===== src/rtl/seven_seg_scan_ctrl.sv =====
// rtl/seven_seg_scan_ctrl.sv - multiplexed 4-digit seven-segment scan controller
// Blanked digit scan with tear-free double-buffered display data.
module seven_seg_scan_ctrl #(
    parameter int DIV   = 50000,
    parameter int BLANK = 16
) (
    input  logic        clk,
    input  logic        rst,
    input  logic        en,
    input  logic        load,
    input  logic [15:0] data_in,
    input  logic [3:0]  dp_in,
    output logic        ready,
    output logic [3:0]  anode,
    output logic [7:0]  cathode,
    output logic [1:0]  digit_sel,
    output logic        frame_done
);

    localparam int CW = 20;

    typedef enum logic [1:0] {S_IDLE, S_BLANK, S_SHOW} state_t;

    state_t       state_q, state_d;
    logic [CW-1:0] cnt_q, cnt_d;
    logic [1:0]   digit_q, digit_d;
    logic [15:0]  pend_q, pend_d;
    logic [3:0]   pend_dp_q, pend_dp_d;
    logic         pend_valid_q, pend_valid_d;
    logic [15:0]  act_q, act_d;
    logic [3:0]   act_dp_q, act_dp_d;
    logic [3:0]   anode_q, anode_d;
    logic [7:0]   cathode_q, cathode_d;
    logic         frame_done_q, frame_done_d;
    logic         ready_q, ready_d;
    logic         last_show;
    logic         frame_end;
    logic         commit;

    function automatic logic [6:0] seg7(input logic [3:0] v);
        case (v)
            4'd0:    seg7 = 7'b0000001;
            4'd1:    seg7 = 7'b1001111;
            4'd2:    seg7 = 7'b0010010;
            4'd3:    seg7 = 7'b0000110;
            4'd4:    seg7 = 7'b1001100;
            4'd5:    seg7 = 7'b0100100;
            4'd6:    seg7 = 7'b0100000;
            4'd7:    seg7 = 7'b0001111;
            4'd8:    seg7 = 7'b0000000;
            4'd9:    seg7 = 7'b0000100;
            default: seg7 = 7'b1111111;
        endcase
    endfunction

    always_comb begin
        state_d      = state_q;
        cnt_d        = cnt_q;
        digit_d      = digit_q;
        pend_d       = pend_q;
        pend_dp_d    = pend_dp_q;
        pend_valid_d = pend_valid_q;
        act_d        = act_q;
        act_dp_d     = act_dp_q;

        last_show = (state_q == S_SHOW) && (cnt_q == CW'(DIV - 1));
        frame_end = last_show && (digit_q == 2'd3) && en;

        if (!en) begin
            state_d = S_IDLE;
            cnt_d   = '0;
            digit_d = 2'd0;
        end else begin
            case (state_q)
                S_IDLE: begin
                    state_d = S_BLANK;
                    cnt_d   = '0;
                    digit_d = 2'd0;
                end
                S_BLANK: begin
                    if (cnt_q == CW'(BLANK - 1)) begin
                        state_d = S_SHOW;
                        cnt_d   = '0;
                    end else begin
                        cnt_d = cnt_q + CW'(1);
                    end
                end
                S_SHOW: begin
                    if (last_show) begin
                        state_d = S_BLANK;
                        cnt_d   = '0;
                        digit_d = digit_q + 2'd1;
                    end else begin
                        cnt_d = cnt_q + CW'(1);
                    end
                end
                default: begin
                    state_d = S_IDLE;
                    cnt_d   = '0;
                    digit_d = 2'd0;
                end
            endcase
        end

        // A capture on a boundary edge only sets pend_valid_q afterwards, so it waits a frame.
        commit = pend_valid_q && ((state_q == S_IDLE) || frame_end);
        if (commit) begin
            act_d        = pend_q;
            act_dp_d     = pend_dp_q;
            pend_valid_d = 1'b0;
        end else if (load && ready_q) begin
            pend_d       = data_in;
            pend_dp_d    = dp_in;
            pend_valid_d = 1'b1;
        end

        ready_d      = !pend_valid_d;
        frame_done_d = frame_end;

        // Outputs are computed from next state so the registered pins line up with state_q.
        if (state_d == S_SHOW) begin
            anode_d   = 4'b0001 << digit_d;
            cathode_d = {seg7(act_d[{digit_d, 2'b00} +: 4]), ~act_dp_d[digit_d]};
        end else begin
            anode_d   = 4'b0000;
            cathode_d = 8'hFF;
        end
    end

    always_ff @(posedge clk or posedge rst) begin
        if (rst) begin
            state_q      <= S_IDLE;
            cnt_q        <= '0;
            digit_q      <= 2'd0;
            pend_q       <= 16'hFFFF;
            pend_dp_q    <= 4'b0000;
            pend_valid_q <= 1'b0;
            act_q        <= 16'hFFFF;
            act_dp_q     <= 4'b0000;
            anode_q      <= 4'b0000;
            cathode_q    <= 8'hFF;
            frame_done_q <= 1'b0;
            ready_q      <= 1'b1;
        end else begin
            state_q      <= state_d;
            cnt_q        <= cnt_d;
            digit_q      <= digit_d;
            pend_q       <= pend_d;
            pend_dp_q    <= pend_dp_d;
            pend_valid_q <= pend_valid_d;
            act_q        <= act_d;
            act_dp_q     <= act_dp_d;
            anode_q      <= anode_d;
            cathode_q    <= cathode_d;
            frame_done_q <= frame_done_d;
            ready_q      <= ready_d;
        end
    end

    assign ready      = ready_q;
    assign anode      = anode_q;
    assign cathode    = cathode_q;
    assign digit_sel  = digit_q;
    assign frame_done = frame_done_q;

endmodule


===== config.mk =====
export PLATFORM = sky130hd
export DESIGN_NAME = seven_seg_scan_ctrl
export DESIGN_NICKNAME = d
export VERILOG_FILES = /design/src/rtl/seven_seg_scan_ctrl.sv
export SDC_FILE = /design/constraint.sdc
export NUM_CORES = 1
export LEC_CHECK = 0
export BUFFER_PORTS_ARGS = -buffer_cell sky130_fd_sc_hd__buf_2
export CAP_MARGIN = 20
export CORE_AREA = 3 3 97 80
export CTS_BUF_LIST = sky130_fd_sc_hd__clkbuf_8
export CTS_CLUSTER_DIAMETER = 200
export DETAILED_ROUTE_END_ITERATION = 6
export DIE_AREA = 0 0 100 83
export HOLD_SLACK_MARGIN = 0.08
export MAX_ROUTING_LAYER = met4
export PLACE_DENSITY = 0.71
export REMOVE_ABC_BUFFERS = 1
export SLEW_MARGIN = 15
export SYNTH_ARGS = -nofsm -noshare
export SYNTH_HDL_FRONTEND = slang
export SYNTH_SLANG_ARGS = --single-unit

===== constraint.sdc =====
create_clock -name clk -period 3.4 [get_ports clk]
set_input_delay 0.34 -clock clk [delete_from_list [all_inputs] [get_ports clk]]
set_output_delay 0.34 -clock clk [all_outputs]
set_load 0.02 [all_outputs]

Yosys cells after proc, flatten, opt, wreduce, memory -nomap -nowiden
Memories as Yosys holds them, arrays and structs flattened.
Cells that the tools add are included.
{"block": "word_totals", "mem_bits_ro": 112, "regBits": 79, "n_memories": 1, "out_inout_bits": 16, "word_cells": 54, "in_bits": 24}
{"block": "op_classes", "bitwise_logic": 2, "n_shift": 2, "eq_ne": 6, "n_mux": 19, "magnitude_cmp": 1, "add_sub_neg": 2, "reduce_logical": 9}
{"memory": "(name not given)", "depth": 16, "word_bits": 7, "rd": 1, "rd_clocked_by_memory_dff": 0, "write_ports": 0, "line_no": "41", "source": "case (v)"}
{"cell": "20-bit 2-to-1 mux", "count": 3}
{"cell": "20-bit case mux with 2 select lines", "count": 1}
{"cell": "20-bit by 1-bit adder with 20-bit output (second input constant)", "count": 1}
{"cell": "20-bit by 16-bit == test with 1-bit output (second input constant)", "count": 1}
{"cell": "20-bit by 4-bit == test with 1-bit output (second input constant)", "count": 1}
{"cell": "16-bit 2-to-1 mux", "count": 1}
{"cell": "16-bit by 5-bit indexed part select with 4-bit output", "count": 1}
{"cell": "2-bit 2-to-1 mux", "count": 5}
{"cell": "4-bit 2-to-1 mux", "count": 2}
{"cell": "8-bit 2-to-1 mux", "count": 1}
{"cell": "2-bit == test (second input constant)", "count": 3}
{"cell": "2-bit case mux with 3 select lines", "count": 1}
{"cell": "1-bit logical AND", "count": 5}
{"cell": "2-bit case mux with 2 select lines", "count": 1}
{"cell": "1-bit by 2-bit << shifter with 4-bit output (first input constant)", "count": 1}
{"cell": "2-bit by 3-bit less-than comparator with 1-bit output (second input constant)", "count": 1}
{"cell": "1-bit 2-to-1 mux", "count": 3}
{"cell": "2-bit by 1-bit adder with 2-bit output (second input constant)", "count": 1}
{"cell": "1-bit binary-select mux with 2-bit select", "count": 1}
{"cell": "2-bit by 1-bit == test with 1-bit output (second input constant)", "count": 1}
{"cell": "2-bit zero test", "count": 1}
{"cell": "1-bit inverter", "count": 2}
{"cell": "2-bit AND reduction", "count": 1}
{"cell": "1-bit zero test", "count": 1}
{"cell": "1-bit logical OR", "count": 1}

Longest topological paths before layout
Gate-level depths: netlist of the first run.
{"block": "logic_depth", "ltp_word": 11, "mapped_depth": 17, "ltp_nobuf": 15}

Worst setup path after synthesis of the first run
Ideal clock, no wire load.
{"block": "synth_timing", "kind": "register -> register", "start": "reg cnt_q[0]", "end": "reg cathode_q[4] (netlist: cathode[4])", "arrival_time_ps": 3042, "path_stages_with_launch": 17, "path_slack_ps": 276, "setup_ps": 82, "required_time_ps": 3318, "period_less_slack_ps": 3124, "cell_sequence": "dfrtp_1 ha_1 and3_1 buf_2 and4_1 a31o_2 nand2_2 nand3_2 inv_2 mux2i_1 a21oi_1 inv_1 ha_1 inv_1 nor2_1 o21bai_1 a22oi_1"}
{"item": "from (decl)", "line_no": "25", "source": "logic [CW-1:0] cnt_q, cnt_d;"}
{"item": "from (signal assigned)", "line_no": "146", "source": "cnt_q <= cnt_d;"}
{"item": "20-bit by 16-bit == test with 1-bit output", "line_no": "66", "source": "last_show = (state_q == S_SHOW) && (cnt_q == CW'(DIV - 1));"}
{"item": "1-bit logical AND", "line_no": "66"}
{"item": "2-bit 2-to-1 mux", "line_no": "89", "source": "if (last_show) begin"}
{"item": "2-bit case mux with 2 select lines", "line_no": "74", "source": "case (state_q)"}
{"item": "2-bit 2-to-1 mux", "line_no": "69", "source": "if (!en) begin"}
{"item": "named net digit_d[1]", "line_no": "26", "source": "logic [1:0] digit_q, digit_d;"}
{"item": "16-bit by 5-bit indexed part select with 4-bit output", "line_no": "123", "source": "cathode_d = {seg7(act_d[{digit_d, 2'b00} +: 4]), ~act_dp_d[digit_d]};"}
{"item": "memory read 16 x 7 bit"}
{"item": "8-bit 2-to-1 mux", "line_no": "121", "source": "if (state_d == S_SHOW) begin"}
{"item": "named net cathode_d[4]", "line_no": "33", "source": "logic [7:0] cathode_q, cathode_d;"}
{"item": "to (signal assigned)", "line_no": "154", "source": "cathode_q <= cathode_d;"}
{"item": "to (decl)", "line_no": "33"}
The timed path passes the listed nets, and every way through them passes these cells.
A chain may end at the register's enable or synchronous reset.

Worst setup path in the final report of the first run
Same ends and word-level chain as after synthesis.

==> impl_metrics.py, run 1 <==
metrics = {
    "timing": {
        "setup_viol": 0,
        "fin_setup_tns_ns": 0,
        "fin_crit_sh_pct": 93.1,
        "slew_violations": 0,
        "setup_ws_ns": 0.233,
        "fmax_ghz": 0.316,
        "rsz0062_at_grt": "false",
        "slew_headroom_pct": 55.1,
        "tightest_slew_ns": 0.674,
        "finalClockSkew_ns": 0.00732,
        "hold_viol_final": 0,
        "period_needed_ns": 3.17,
    },
    "power": {
        "p_sw_share_pct": 29.5,
        "powerDensity_mw_per_mm2": 738,
        "total_power_mw": 3.19,
        "clock_power_share_pct": 23.5,
        "p_leak_nw": 1.87,
        "power_frac_comb_pct": 30.6,
        "pwr-share-seq_pct": 45.9,
        "power_switching_uw": 942,
        "vdd_drop_max_uv": 404,
        "p_int_mw": 2.25,
    },
    "clocking": {
        "post_cts_buffers": 0,
        "path_clk_slew_ns": 0.08,
        "clk_latency_ns": 0.35,
        "cts.sinks": 79,
        "cts_root_buf": "clkbuf_8",
        "cts_tree": "built",
        "numCtsBuffers": 9,
        "htree_levels": 3,
        "cts_buffer_depth": 2,
    },
    "finish": {
        "drive_gt1_share_pct": 44.0,
        "fillCellCount": 555,
        "n_antenna_cell": 0,
        "synthToLayoutAreaGrowth_pct": 15.3,
        "finalNetCount": 404,
    },
    "floorplan": {
        "rows": 27,
        "io_pins": 40,
        "core_sq_mm": 0.00686,
        "initial_core_util_pct": 54.8,
        "dieArea_sq_mm": 0.00830,
        "die_y_microns": 83,
        "die_x_microns": 100,
    },
    "synthesis": {
        "netlist_area_sq_mm": 0.00376,
        "synthTopCellsByCount": "41 x dfstp_2, 38 x dfrtp_1, 38 x mux2_2, 36 x nor2_1, 25 x nand2_1",
        "synthXorXnorAreaFrac_pct": 4.20,
        "ys_seq_elements": 79,
        "yosys_warnings": 0,
        "synth_edf_count": 0,
        "synth_top_area_cell": "dfstp_2",
        "synth_compound_area_share_pct": 5.56,
        "yosys.area_share.simple_pct": 13.8,
        "synth_top_family_by_area": "multiplexers",
        "async_flop_share_pct": 100,
        "synth_mux_area_share_pct": 15.4,
        "syn_inst": 319,
        "synthAdderAreaFrac_pct": 4.00,
        "ys_types": 49,
        "synthFlopType": "dfstp_2",
        "synth_area_per_cell_sq_um": 11.8,
        "ys_seq_area_share_pct": 54.0,
        "yosysTopAreaCellShare_pct": 28.7,
        "synthTopCellsByArea": "dfstp_2 29%, dfrtp_1 25%, mux2_2 11%, ha_1 4.0%, nor2_1 3.6%",
        "synth.most_common_cell": "dfstp_2",
    },
    "detailed_routing": {
        "first_iter_violations": 111,
        "dr.pass1.iters": 4,
        "dr_total_vias": 2464,
        "wl_per_cell_microns": 15.4,
        "drtAntennaViolNets": 0,
        "vias_per_cell": 5.36,
        "postRouteWirelength_microns": 7070,
        "drc": 0,
    },
    "global_routing": {
        "grt_pass1_wl_microns": 12200,
        "grt_antenna_before_repair": 0,
        "grt_pass1_vias": 2475,
        "grt_use_total_pct": 19.1,
        "grt.overflow.total": 0,
        "grt_start_max_net_pins": 80,
    },
    "setup_path": {
        "rrSetupSlack_ns": 0.23,
        "timing.rr.start": "cnt_q[0]",
        "startpoint_type": "flop",
        "end_kind": "flop",
        "cp.required_ns": 3.66,
        "crit_arrival_ns": 3.43,
        "crit_type": "reg2reg",
        "worst_r2r_path_depth": 15,
        "rr_endpoint": "cathode[4]",
        "crit_fanout": 9,
    },
    "run_status": {
        "status": "finished, final reports clean",
    },
    "place": {
        "hpwl_microns": 5070,
        "dp_slack_ns": 0.0700,
        "routabilityCongestion": 0.832,
        "port_buffers": 39,
    },
    "worst_hold_path": {
        "min-delay-start": "dp_in[2]",
        "hold_depth": 2,
        "hold_end": "pend_dp_q[2]",
        "hold_path_class": "in2reg",
    },
    "flow_run": {
        "max_cap_violations": 0,
    },
}
-- power groups by stage --
stage	logic, mW	clock network (mW)	registers, mW
final	0.978	0.750	1.47
after global routing	1.10	0.805	1.50
after CTS	0.977	0.766	1.47
after detailed placement	0.972	0	1.48
after global placement	0.934	0	1.47
after floorplan	0.752	0	1.43
-- through the flow --
| stage | hold WS (ns) | utilization (%) | instances | instance area, sq um |
|---|---|---|---|---|
| 3_5_place_dp | 0.461 | 59.6 | 443 | 4090 |
| 2_1_floorplan | 0.424 | - | 309 | 3710 |
| 5_1_grt | 0.197 | 63.1 | 460 | 4330 |
| 6_report | 0.215 | 63.1 | 460 | 4330 |
| 4_1_cts | 0.201 | 62.8 | 460 | 4310 |
| 3_3_place_gp | 0.435 | 59.6 | 443 | 4090 |
-- timing repair --
action / CTS / global route
gates resized for setup: 0 / 7
hold buffers: 1 / 0
setup endpoints to repair: 0 / 5
hold endpoints to repair: 2 / 0
-- critical path: stages (launching register included) --
cell and delay (ns):
dfrtp_1 0.40, ha_1 0.23, and3_2 0.26, and4_2 0.28
a31o_2 0.27, nand2_4 0.15, nand3_2 0.12, inv_2 0.17
mux2i_1 0.12, a21oi_2 0.23, inv_1 0.11, ha_1 0.28
inv_1 0.05, nor2_1 0.05, o21bai_1 0.16, a22oi_1 0.20
-- logic make-up (layout without fill, tap and decap cells) --
logic type | count (synthesis) | in the layout
buffers and inverters | 28 | 82
muxes | 51 | 51
adders and majority gates | 12 | 12
AOI/OAI and AO/OA | 30 | 30
DFF | 79 | 79
xor gates and xnor gates | 18 | 18
and+or+nand+nor | 101 | 101
-- cell type report --
cell class / instances / area, sq um / share of cell area (%)
inverters: 18 / 67.6 / 1.56
clock inverters: 7 / 88.8 / 2.05
flip-flops and latches: 79 / 2030 / 46.8
repair buffers: 48 / 278 / 6.42
well taps: 87 / 109 / 2.51
multi-input cells: 212 / 1630 / 37.7
clock buffers: 9 / 124 / 2.86
-- routing by layer --
metal  wire [microns]  part of all wire (%)  global-route usage (%)  up-vias
met5                0                     0                       -        -
met1             3380                    48                    26.8     1202
met2             3210                    45                    27.3       61
li1                 -                     -                       -     1189
met4              106                   1.5                    5.88        0
met3              373                   5.3                    5.21       12
-- layout by cell type (no fill, tap or decap), types with 2 or more instances in the layout --
cell type,count
a21oi_1,7
a31oi_1,2
and3_1,3
and4_1,2
buf_2,39
buf_4,7
bufinv_16,2
clkbuf_8,9
dfrtp_1,38
dfstp_2,41
ha_1,12
inv_1,17
inv_2,3
mux2_2,37
mux2_4,2
mux2i_1,10
nand2_1,25
nand3_1,11
nand4_1,3
nor2_1,36
nor2b_1,2
nor3_1,3
nor3b_1,2
nor4_4,2
o21ai_0,6
or2_2,3
xnor2_1,10
xor2_1,8
-- registers in the layout (all words and copies together), names as in the netlist, 2 cells and up --
name and count:
act_dp_q 4, anode 4, pend_dp_q 4, cnt_q 20, pend_q 16, digit_sel 2, cathode 8, state_q 2
act_q 16
-- how the worst max path moves through the flow --
stage | start | to | slack, ns
3_5_place_dp | cnt_q[0] | cathode[4] | 0.07
4_1_cts | cnt_q[0] | cathode[4] | 0.03
2_1_floorplan | cnt_q[0] | cathode[4] | 0.25
3_3_place_gp | cnt_q[0] | cathode[2] | 0.19
5_1_grt | cnt_q[0] | cathode[4] | 0.02
6_report | cnt_q[0] | cathode[4] | 0.23
No activity file was read; power rests on OpenSTA's default activity.
==> run 2: changes to the inputs <==
CELL_PAD_IN_SITES_DETAIL_PLACEMENT = 0   (was not set)
CELL_PAD_IN_SITES_GLOBAL_PLACEMENT = 1   (was not set)
CORE_AREA = 3 3 102 85   (was 3 3 97 80)
DIE_AREA = 0 0 105 88   (was 0 0 100 83)
PLACE_DENSITY = 0.78   (was 0.71)
==> run 2 against run 1 <==
  * Setup slack gained 0.0030 ns
  * Register-to-register slack is essentially flat
  * Via count shrank 2.1%
  * Maximum frequency is essentially flat
  * Flip-flop and latch count is the same
  * Final area grew 0.40%
  * Combinational power grew 2.0%
  * Clock power grew 4.7%
  * Non-clock buffer count shrank 1
  * Critical path depth shrank 1
  * Critical path type unchanged
  * Largest cell class unchanged
==> impl_metrics.py, run 2 (same netlist as run 1, synthesis figures left out) <==
metrics = {
    "detailed_routing": {
        "wl_per_cell_microns": 14.2,
        "dr.pass1.iters": 4,
        "postRouteWirelength_microns": 6830,
        "drc": 0,
        "first_iter_violations": 70,
        "vias_per_cell": 5.03,
        "dr_total_vias": 2413,
        "drtAntennaViolNets": 0,
    },
    "clocking": {
        "htree_levels": 3,
        "cts_buffer_depth": 2,
        "ctsHoldBuffers": 0,
        "cts.sinks": 79,
        "numCtsBuffers": 9,
        "cts_tree": "built",
        "clk_latency_ns": 0.34,
        "path_clk_slew_ns": 0.09,
        "cts_root_buf": "clkbuf_8",
    },
    "timing": {
        "hold_viol_final": 0,
        "fmax_ghz": 0.316,
        "finalClockSkew_ns": 0.00847,
        "setup_viol": 0,
        "fin_crit_sh_pct": 93.0,
        "fin_setup_tns_ns": 0,
        "fin_hold_ws_ns": 0.221,
        "slew_headroom_pct": 35.1,
        "tightest_slew_ns": 0.973,
        "period_needed_ns": 3.16,
        "slew_violations": 0,
    },
    "flow_run": {
        "max_cap_violations": 0,
    },
    "floorplan": {
        "dieArea_sq_mm": 0.00924,
        "io_pins": 40,
        "die_x_microns": 105,
        "die_y_microns": 88,
        "initial_core_util_pct": 48.4,
        "rows": 29,
        "core_sq_mm": 0.00776,
    },
    "setup_path": {
        "crit_top_cell": "ha_1",
        "max_stage_delay_ns": 0.40,
        "critical_path.cell_chain": "ha_1, and3_1, and4_1, a31o_2, nand2_4, nand3_2, inv_2, mux2i_1, mux2_2, inv_1, ha_1, or2_1, a21oi_1, o21ai_1",
        "crit_type": "reg2reg",
        "cp.required_ns": 3.65,
        "crit_fanout": 9,
        "crit_arrival_ns": 3.42,
        "end_kind": "flop",
        "startpoint_type": "flop",
        "critPathSlowestCell": "dfrtp_1",
    },
    "finish": {
        "instances_no_fill": 480,
        "largest_reg_flops": 20,
        "layout_commonest_cell": "dfstp_2",
        "finalNetCount": 403,
        "drive_gt1_share_pct": 43.5,
        "synthToLayoutAreaGrowth_pct": 15.7,
        "reg_top3": "cnt_q: 20 flops, act_q: 16 flops, pend_q: 16 flops",
        "fin_area_sq_mm": 0.00435,
        "most-common-layout-cells": "41 x dfstp_2, 39 x buf_2, 38 x mux2_2, 38 x dfrtp_1, 36 x nor2_1",
        "regMostFlops": "cnt_q",
        "n_antenna_cell": 0,
    },
    "run_status": {
        "status": "finished, final reports clean",
    },
    "global_routing": {
        "grt_pass1_wl_microns": 12000,
        "grt_antenna_before_repair": 0,
        "grt_start_max_net_pins": 80,
        "grt.overflow.total": 0,
        "grt_use_total_pct": 16.8,
        "grt_pass1_vias": 2369,
    },
    "power": {
        "p_leak_nw": 1.86,
        "p_sw_share_pct": 29.5,
        "clock_power_share_pct": 24.2,
        "pwr-share-seq_pct": 45.0,
        "power_switching_uw": 955,
        "power_frac_comb_pct": 30.8,
        "vdd_drop_max_uv": 518,
        "p_int_mw": 2.29,
        "powerDensity_mw_per_mm2": 746,
    },
    "place": {
        "hpwl_microns": 4890,
        "dp_cells": 463,
        "port_buffers": 39,
        "place_area_sq_mm": 0.00410,
        "routabilityCongestion": 0.822,
    },
    "worst_hold_path": {
        "hold_path_class": "in2reg",
    },
}
-- run 2: metal layers --
layer	global-route usage (%)	vias up	wire length, microns
li1	-	1182	-
met1	24.0	1179	3500
met2	23.6	43	2960
met5	-	-	0
met3	3.91	9	283
met4	5.72	0	93
-- run 2: critical path, delay by kind of cell, from the launching register on --
family / cells / cell delay, ns
buffers and inverters: 2 / 0.25
adders and majority gates: 2 / 0.41
muxes: 2 / 0.45
DFF: 1 / 0.40
and+or+nand+nor: 5 / 1.04
AOI/OAI and AO/OA: 3 / 0.53
-- run 2: stage by stage --
stage	utilization (%)	worst slack [ns]	total power [mW]
6_report	56.0	0.236	3.24
5_1_grt	56.0	-0.00356	3.47
4_1_cts	55.8	0.0959	3.27
3_5_place_dp	52.9	0.118	2.47
3_3_place_gp	52.9	0.269	2.44
2_1_floorplan	-	0.248	2.18
-- run 2: repair_timing --
item                                    CTS  global route
resized for setup                         0             2
buffers inserted                          0             1
endpoints found under the setup margin    0             4
-- run 2: area by class of cell --
class | instances | area (sq um)
Multi-Input combinational cell | 212 | 1620
Clock buffer | 9 | 124
Sequential cell | 79 | 2030
Clock inverter | 7 | 103
Fill cell | 690 | 3420
Tap cell | 108 | 135
Inverter | 18 | 67.6
Timing Repair Buffer | 47 | 268
-- run 2: worst paths after layout --
path | from | slack, ns | depth (start not counted) | endpoint
worst min-delay path | dp_in[1] | 0.22 | 2 | pend_dp_q[1]
worst min register to register | cnt_q[0] | 0.46 | 1 | cnt_q[0]
worst max register to register | cnt_q[0] | 0.24 | 14 | cathode[2]
max in group asynchronous | rst | 2.49 | 3 | anode[3]
worst max-delay path | cnt_q[0] | 0.24 | 14 | cathode[2]
min in group asynchronous | rst | 0.28 | 3 | cnt_q[3]
-- run 2: power groups by stage --
stage | sequential, mW | combinational [mW] | clock [mW]
after CTS | 1.46 | 0.999 | 0.809
after global routing | 1.49 | 1.12 | 0.856
after detailed placement | 1.48 | 0.996 | 0
after global placement | 1.46 | 0.977 | 0
after floorplan | 1.43 | 0.752 | 0
final | 1.46 | 0.998 | 0.785
